===== src/rtl/clock_ui_pkg.sv =====
// Shared front-panel types: one-hot cursor encoding and repeat FSM states.
// Used by the button controller, ClockStateStorage and the display driver.
package clock_ui_pkg;

  localparam int CURSOR_W = 3;

  localparam logic [CURSOR_W-1:0] CURSOR_SEC  = 3'b001;
  localparam logic [CURSOR_W-1:0] CURSOR_MIN  = 3'b010;
  localparam logic [CURSOR_W-1:0] CURSOR_HOUR = 3'b100;

  typedef enum logic [1:0] {
    RPT_IDLE,
    RPT_HELD,
    RPT_REPEAT
  } rpt_state_t;

  // sec -> min -> hour -> sec
  function automatic logic [CURSOR_W-1:0] cursor_left(
    input logic [CURSOR_W-1:0] c
  );
    return {c[CURSOR_W-2:0], c[CURSOR_W-1]};
  endfunction

  // sec -> hour -> min -> sec
  function automatic logic [CURSOR_W-1:0] cursor_right(
    input logic [CURSOR_W-1:0] c
  );
    return {c[0], c[CURSOR_W-1:1]};
  endfunction

endpackage


===== src/rtl/clock_button_controller_debouncer.sv =====
// Per-button 2-flop synchronizer, stability counter and press pulse.
// Pulse is registered one cycle after the debounced level rises.
module button_debouncer #(
  parameter int DEBOUNCE_CYCLES = 1_000_000
) (
  input  logic clk,
  input  logic rst,
  input  logic raw,
  output logic level,
  output logic pressPulse
);

  localparam int CW = $clog2(DEBOUNCE_CYCLES + 1);
  localparam logic [CW-1:0] LAST = CW'(DEBOUNCE_CYCLES - 1);

  logic          s1;
  logic          s2;
  logic          levelD;
  logic [CW-1:0] cnt;

  always_ff @(posedge clk) begin
    if (rst) begin
      s1         <= 1'b0;
      s2         <= 1'b0;
      level      <= 1'b0;
      levelD     <= 1'b0;
      pressPulse <= 1'b0;
      cnt        <= '0;
    end else begin
      s1         <= raw;
      s2         <= s1;
      levelD     <= level;
      pressPulse <= level & ~levelD;
      if (s2 == level) begin
        cnt <= '0;
      end else if (cnt == LAST) begin
        level <= s2;
        cnt   <= '0;
      end else begin
        cnt <= cnt + 1'b1;
      end
    end
  end

endmodule


===== src/rtl/clock_button_controller.sv =====
// Button front end: debounce, up/down/reset pulses, one-hot edit cursor.
// Define AUTO_REPEAT_EN to add hold-to-repeat on the up/down buttons.
module clock_button_controller
  import clock_ui_pkg::*;
#(
  parameter int DEBOUNCE_CYCLES = 1_000_000,
  parameter int REPEAT_DELAY    = 50_000_000,
  parameter int REPEAT_PERIOD   = 20_000_000
) (
  input  logic                clk,
  input  logic                rst,
  input  logic                btnUp,
  input  logic                btnDown,
  input  logic                btnLeft,
  input  logic                btnRight,
  input  logic                btnReset,
  output logic                up,
  output logic                down,
  output logic                timeReset,
  output logic [CURSOR_W-1:0] cursorPos
);

  logic [4:0] raws;
  logic [4:0] lvls;
  logic [4:0] pps;

  assign raws = {btnReset, btnRight, btnLeft, btnDown, btnUp};

  for (genvar g = 0; g < 5; g++) begin : g_db
    button_debouncer #(
      .DEBOUNCE_CYCLES(DEBOUNCE_CYCLES)
    ) u_db (
      .clk       (clk),
      .rst       (rst),
      .raw       (raws[g]),
      .level     (lvls[g]),
      .pressPulse(pps[g])
    );
  end

  logic pUp;
  logic pDown;
  logic pLeft;
  logic pRight;
  logic pRst;

  assign {pRst, pRight, pLeft, pDown, pUp} = pps;

  assign timeReset = pRst;

`ifdef AUTO_REPEAT_EN
  localparam int RMAX = (REPEAT_DELAY > REPEAT_PERIOD) ?
                        REPEAT_DELAY : REPEAT_PERIOD;
  localparam int RW = $clog2(RMAX + 1);
  localparam logic [RW-1:0] DLY_LAST = RW'(REPEAT_DELAY - 1);
  localparam logic [RW-1:0] PER_LAST = RW'(REPEAT_PERIOD - 1);

  logic [1:0]    lv;
  logic [1:0]    pp;
  rpt_state_t    st     [2];
  rpt_state_t    stN    [2];
  logic [RW-1:0] rcnt   [2];
  logic [RW-1:0] rcntN  [2];
  logic [1:0]    rpt;
  logic [1:0]    rptN;

  assign lv = lvls[1:0];
  assign pp = pps[1:0];

  always_ff @(posedge clk) begin
    if (rst) begin
      rpt <= '0;
      for (int i = 0; i < 2; i++) begin
        st[i]   <= RPT_IDLE;
        rcnt[i] <= '0;
      end
    end else begin
      rpt <= rptN;
      for (int i = 0; i < 2; i++) begin
        st[i]   <= stN[i];
        rcnt[i] <= rcntN[i];
      end
    end
  end

  // The press-pulse cycle counts as the first cycle of the delay.
  always_comb begin
    rptN = '0;
    for (int i = 0; i < 2; i++) begin
      stN[i]   = st[i];
      rcntN[i] = rcnt[i];
      unique case (st[i])
        RPT_IDLE: begin
          if (pp[i]) begin
            stN[i]   = RPT_HELD;
            rcntN[i] = RW'(1);
          end
        end
        RPT_HELD: begin
          if (!lv[i]) begin
            stN[i] = RPT_IDLE;
          end else if (rcnt[i] == DLY_LAST) begin
            stN[i]   = RPT_REPEAT;
            rcntN[i] = '0;
            rptN[i]  = ~lv[1-i];
          end else begin
            rcntN[i] = rcnt[i] + 1'b1;
          end
        end
        RPT_REPEAT: begin
          if (!lv[i]) begin
            stN[i] = RPT_IDLE;
          end else if (rcnt[i] == PER_LAST) begin
            rcntN[i] = '0;
            rptN[i]  = ~lv[1-i];
          end else begin
            rcntN[i] = rcnt[i] + 1'b1;
          end
        end
        default: begin
          stN[i] = RPT_IDLE;
        end
      endcase
    end
  end

  assign up   = (pUp & ~pDown) | rpt[0];
  assign down = (pDown & ~pUp) | rpt[1];
`else
  assign up   = pUp & ~pDown;
  assign down = pDown & ~pUp;
`endif

  always_ff @(posedge clk) begin
    if (rst) begin
      cursorPos <= CURSOR_SEC;
    end else begin
      unique case (1'b1)
        pRst:            cursorPos <= CURSOR_SEC;
        pLeft & ~pRight: cursorPos <= cursor_left(cursorPos);
        pRight & ~pLeft: cursorPos <= cursor_right(cursorPos);
        default:         cursorPos <= cursorPos;
      endcase
    end
  end

endmodule


===== config.mk =====
export PLATFORM = sky130hd
export DESIGN_NAME = clock_button_controller
export DESIGN_NICKNAME = d
export VERILOG_FILES = /design/src/rtl/clock_ui_pkg.sv /design/src/rtl/clock_button_controller_debouncer.sv /design/src/rtl/clock_button_controller.sv
export SDC_FILE = /design/constraint.sdc
export NUM_CORES = 1
export LEC_CHECK = 0
export ABC_CLOCK_PERIOD_IN_PS = 3850
export CELL_PAD_IN_SITES_DETAIL_PLACEMENT = 2
export CELL_PAD_IN_SITES_GLOBAL_PLACEMENT = 2
export CORE_MARGIN = 8
export CORE_UTILIZATION = 45
export CTS_BUF_LIST = sky130_fd_sc_hd__clkbuf_4
export DETAILED_ROUTE_END_ITERATION = 7
export PLACE_DENSITY = 0.95
export SLEW_MARGIN = 20
export SYNTH_ARGS = -nofsm -noshare
export SYNTH_HDL_FRONTEND = slang
export SYNTH_HIERARCHICAL = 1
export SYNTH_SLANG_ARGS = --single-unit

===== constraint.sdc =====
create_clock -name clk -period 3.85 [get_ports clk]
set_input_delay 0.77 -clock clk [delete_from_list [all_inputs] [get_ports clk]]
set_output_delay 0.77 -clock clk [all_outputs]
set_load 0.1 [all_outputs]

; ---- Word-level counts from Yosys, hierarchy flattened
; Index checks and enable logic that the tools add are counted.
[op_classes]
bitwise_logic = 23
mux = 1
n_eq_ne = 10
addsub = 5
n_reduce_logical = 11
[ops]
columns = cell, n
row1 = "20-bit by 1-bit adder with 20-bit output, second input constant", 5
row2 = "20-bit == test, second input constant", 5
row3 = 3-bit OR reduction, 5
row4 = 1-bit inverter, 14
row5 = 2-bit AND reduction, 5
row6 = 1-bit bitwise AND, 9
row7 = 3-bit one-hot mux with 3 select lines, 1
row8 = 1-bit == test, 5
row9 = 3-bit nonzero test, 1
[totals]
ff_bits = 128
inputBits = 7

; ---- Longest topological paths before layout
[logic_depth]
depth_word = 3
mapped_depth = 6
ltp_nobuf = 5

; ---- Hierarchy
; The synthesis kept the hierarchy.
[by_module_without_submodules]
columns = module, area_each_um2, instances, seq_area_each_um2, cells_per_inst
row1 = button_debouncer, 1137.3, 5, 500.5, 117
row2 = clock_button_controller, 209.0, 1, 60.1, 24

; ---- Worst setup path after synthesis
; OpenSTA, ideal clock, no wires.
[synth_timing]
path_kind = register to output
startpoint = register g_db[1].u_db.pressPulse
endpoint = output port down
arrival_time_ns = 1.661
setup_slack_ns = 1.419
stages_incl_launch_ff = 2
cell_sequence = dfxtp_1 -> nor2b_1
[synth_via]
elab_chain_cells = 1
[synth_rtl]
columns = item, line
row1 = start: declaration, clock_button_controller_debouncer.sv:10  ; output logic pressPulse
row2 = start signal: assignment, clock_button_controller_debouncer.sv:33  ; pressPulse <= level & ~levelD;
row3 = 1-bit bitwise AND, clock_button_controller.sv:131  ; assign down = pDown & ~pUp;
row4 = end: declaration, clock_button_controller.sv:18  ; output logic down,
; Every way passes these cells.

; ---- Final worst setup path
[layout_timing]
startpoint = register cursorPos[2]
endpoint = output port cursorPos[2]
[layout_lines]
columns = item, line
row1 = start: declaration, clock_button_controller.sv:20  ; output logic [CURSOR_W-1:0] cursorPos
row2 = start signal: assignment, clock_button_controller.sv:140  ; pLeft & ~pRight: cursorPos <= cursor_left(cursorPos);
row3 = start signal: assignment, clock_button_controller.sv:141  ; pRight & ~pLeft: cursorPos <= cursor_right(cursorPos);
row4 = start signal: assignment, clock_button_controller.sv:142  ; default: cursorPos <= cursorPos;
; No word-level cell between the ends.

==> flow_summary.ini <==
[outcome]
outcome = finished, final reports clean

[critical_path]
end_kind = output pin
cp-start-kind = register
worstPathRequired_ps = 3080
ff2ff_path_depth = 5
r2r-start = g_db[1].u_db/cnt[0]$_SDFF_PP0_
rrSetupSlack_ps = 1850
critPathKind = reg -> out
slowest_stage = clkdlybuf4s50_1
worst-path-buf-inv = 1
regToRegEndpoint = g_db[1].u_db/cnt[18]$_SDFF_PP0_
crit_chain = clkdlybuf4s50_1
crit_family = buffers and inverters
worstPathMaxFanout = 4
slowest_delay_ps = 1210
cp.depth = 1
cp.arrival_ps = 2190

[timing]
fin_worst_skew_ps = 23.3
tns_ps = 0
setup_ws_ps = 888
setup_viol = 0
grt_setup_unrepaired = false
final_hold_viol_count = 0
max_freq_ghz = 0.338
slew_viol_final = 0
slew_headroom_pct = 29.2
min_period_ps = 2960
fin_crit_sh_pct = 76.9
worstMarginPinSlew_ps = 1060

[detailed_routing]
drc = 0
first_iter_violations = 215
ant_nets = 0
vias = 4608
wirelength_mm = 17.5
post_drt_wl_per_cell_um = 21.2
dr.pass1.iters = 4
vias_per_cell = 5.59

[clock_tree]
cts_buffers = 17
h-tree-depth = 4
cts.repair.resized = 0
postCtsHoldBufs = 0
cts_tree = built
cts_setup_buffers = 0
cts.path.max_buffers = 2
clk_latency_ps = 550
cts_root_buf = clkbuf_4
cts_sinks = 128
clk_pin_slew_ps = 120

[global_routing]
grt_max_degree = 30
grt_pass1_wl_mm = 28.7
overflow = 0
antenna_found_initial = 1
grt_pass1_vias = 5348
track_usage_pct = 22.0

[flow_run]
cap_violations = 0

[floorplanning]
die_w_um = 130
ios = 13
design.core.area_sq_um = 13000
core.rowCount = 42
chipHeight_um = 130
start_util_pct = 45.2
dieArea_sq_um = 17000

[finish]
regArea_sq_um = 2560
fin_util_pct = 49.8
fill_cells = 1416
finalNetCount = 651
drive_above_1_share_pct = 13.4
syn_to_final_growth_pct = 10.0
multiInputGateArea_sq_um = 3210

[place]
dp_hpwl_mm = 11.3
io_buffer_count = 12
dp_slack_ps = 1010
gp_congestion = 0.761

[synth]
synth_warnings = 6
synth_edf_count = 0
synth_cells = 609
synth_cell_types = 31
synth_area_leaders = dfxtp_1 43%, xnor2_1 9.7%, nor2_1 7.4%
synth_top_area_share_pct = 43.5
synth_top_area_cell = dfxtp_1
yosys_most_used_dff = dfxtp_1
ys_seq_area_share_pct = 43.5
ys_top_cells_by_count = 128 x dfxtp_1, 116 x nor2_1, 65 x xnor2_1
synth_most_common_cell = dfxtp_1
avgSynthCellArea_sq_um = 9.68
synth_nets = 625
yosys_register_bits = 128
async_flop_share_pct = 0
synth_area_sq_um = 5900

[power]
cellPowerDensity_nw_per_um2 = 354
vdd_drop_max_v = 0.000257
leakage_uw = 0.00204

[hold_path]
hold_depth = 1
hold_end = g_db[4].u_db/pressPulse$_SDFF_PP0_
hold_class = reg -> reg
min_from = g_db[4].u_db/levelD$_SDFF_PP0_
[flip-flops by register name, indices dropped and copies added, names as in the netlist]
name,count
cursorPos,3
g_db.u_db/cnt,100
g_db.u_db/level,5
g_db.u_db/levelD,5
g_db.u_db/pressPulse,5
g_db.u_db/s1,5
g_db.u_db/s2,5
[per-stage QoR]
stage               cell area, sq um  instances  total power, uW  hold slack (ps)
floorplan                       5900        609             1380              368
global placement                6210        792             1390              373
detailed placement              6210        792             1400              382
CTS                             6480        824             2320              403
global route                    6490        825             2380              408
finish                          6490        825             2290              401
[how the worst max path moves through the flow]
stage	from	to	slack, ps
3_5_place_dp	rst	g_db[2].u_db/cnt[10]$_SDFF_PP0_	1010
5_1_grt	g_db[1].u_db/pressPulse$_SDFF_PP0_	down	770
3_3_place_gp	rst	g_db[1].u_db/cnt[16]$_SDFF_PP0_	1180
4_1_cts	cursorPos[0]$_SDFFE_PP1P_	cursorPos[0]	830
6_report	cursorPos[2]$_SDFFE_PP0P_	cursorPos[2]	890
2_1_floorplan	g_db[1].u_db/pressPulse$_SDFF_PP0_	down	1420
[cells in the final DEF (no fill, tap or decap), drive strengths merged, types with 7 or more instances in the layout]
cell type / synthesis / routed
xor2: 15 / 15
nand3: 30 / 30
ha: 9 / 9
mux2i: 20 / 20
clkdlybuf4s50: 0 / 12
clkbuf: 0 / 21
nor4: 40 / 40
inv: 27 / 27
nor2b: 12 / 12
xnor2: 65 / 65
dfxtp: 128 / 128
a21oi: 8 / 8
nand2b: 15 / 15
clkinv: 0 / 7
nand2: 32 / 32
nor2: 116 / 116
nand4: 30 / 30
nor3: 27 / 27
[cell families after synthesis]
| family | after synthesis | synth area share, % |
|---|---|---|
| and+or+nand+nor | 319 | 34.1 |
| DFF | 128 | 43.5 |
| xor gates and xnor gates | 80 | 11.9 |
| muxes | 20 | 3.40 |
| buffers and inverters | 32 | 2.14 |
| AOI/OAI and AO/OA | 21 | 3.12 |
| adders and majority gates | 9 | 1.91 |
[metal layers]
metal	up-vias	wire, um	track usage (%)
li1	2175	-	-
met1	2357	7270	23.4
met2	53	9540	41.3
met3	23	385	5.44
met4	0	312	7.29
met5	-	0	0
[area by class of cell]
type	count	area share, %
clock buffer	21	2.43
sequential	128	39.5
timing repair buffer	12	1.85
inverter	27	1.56
tap	176	3.39
antenna	1	0.0386
multi-input combinational	449	49.4
clock inverter	11	1.79
[report_power, final]
part / switching [uW] / internal, uW / total (uW)
Clock: 516 / 409 / 925
Combinational: 19.3 / 14.6 / 33.8
Sequential: 5.28 / 1330 / 1340
No activity file was read; power rests on OpenSTA's default activity.
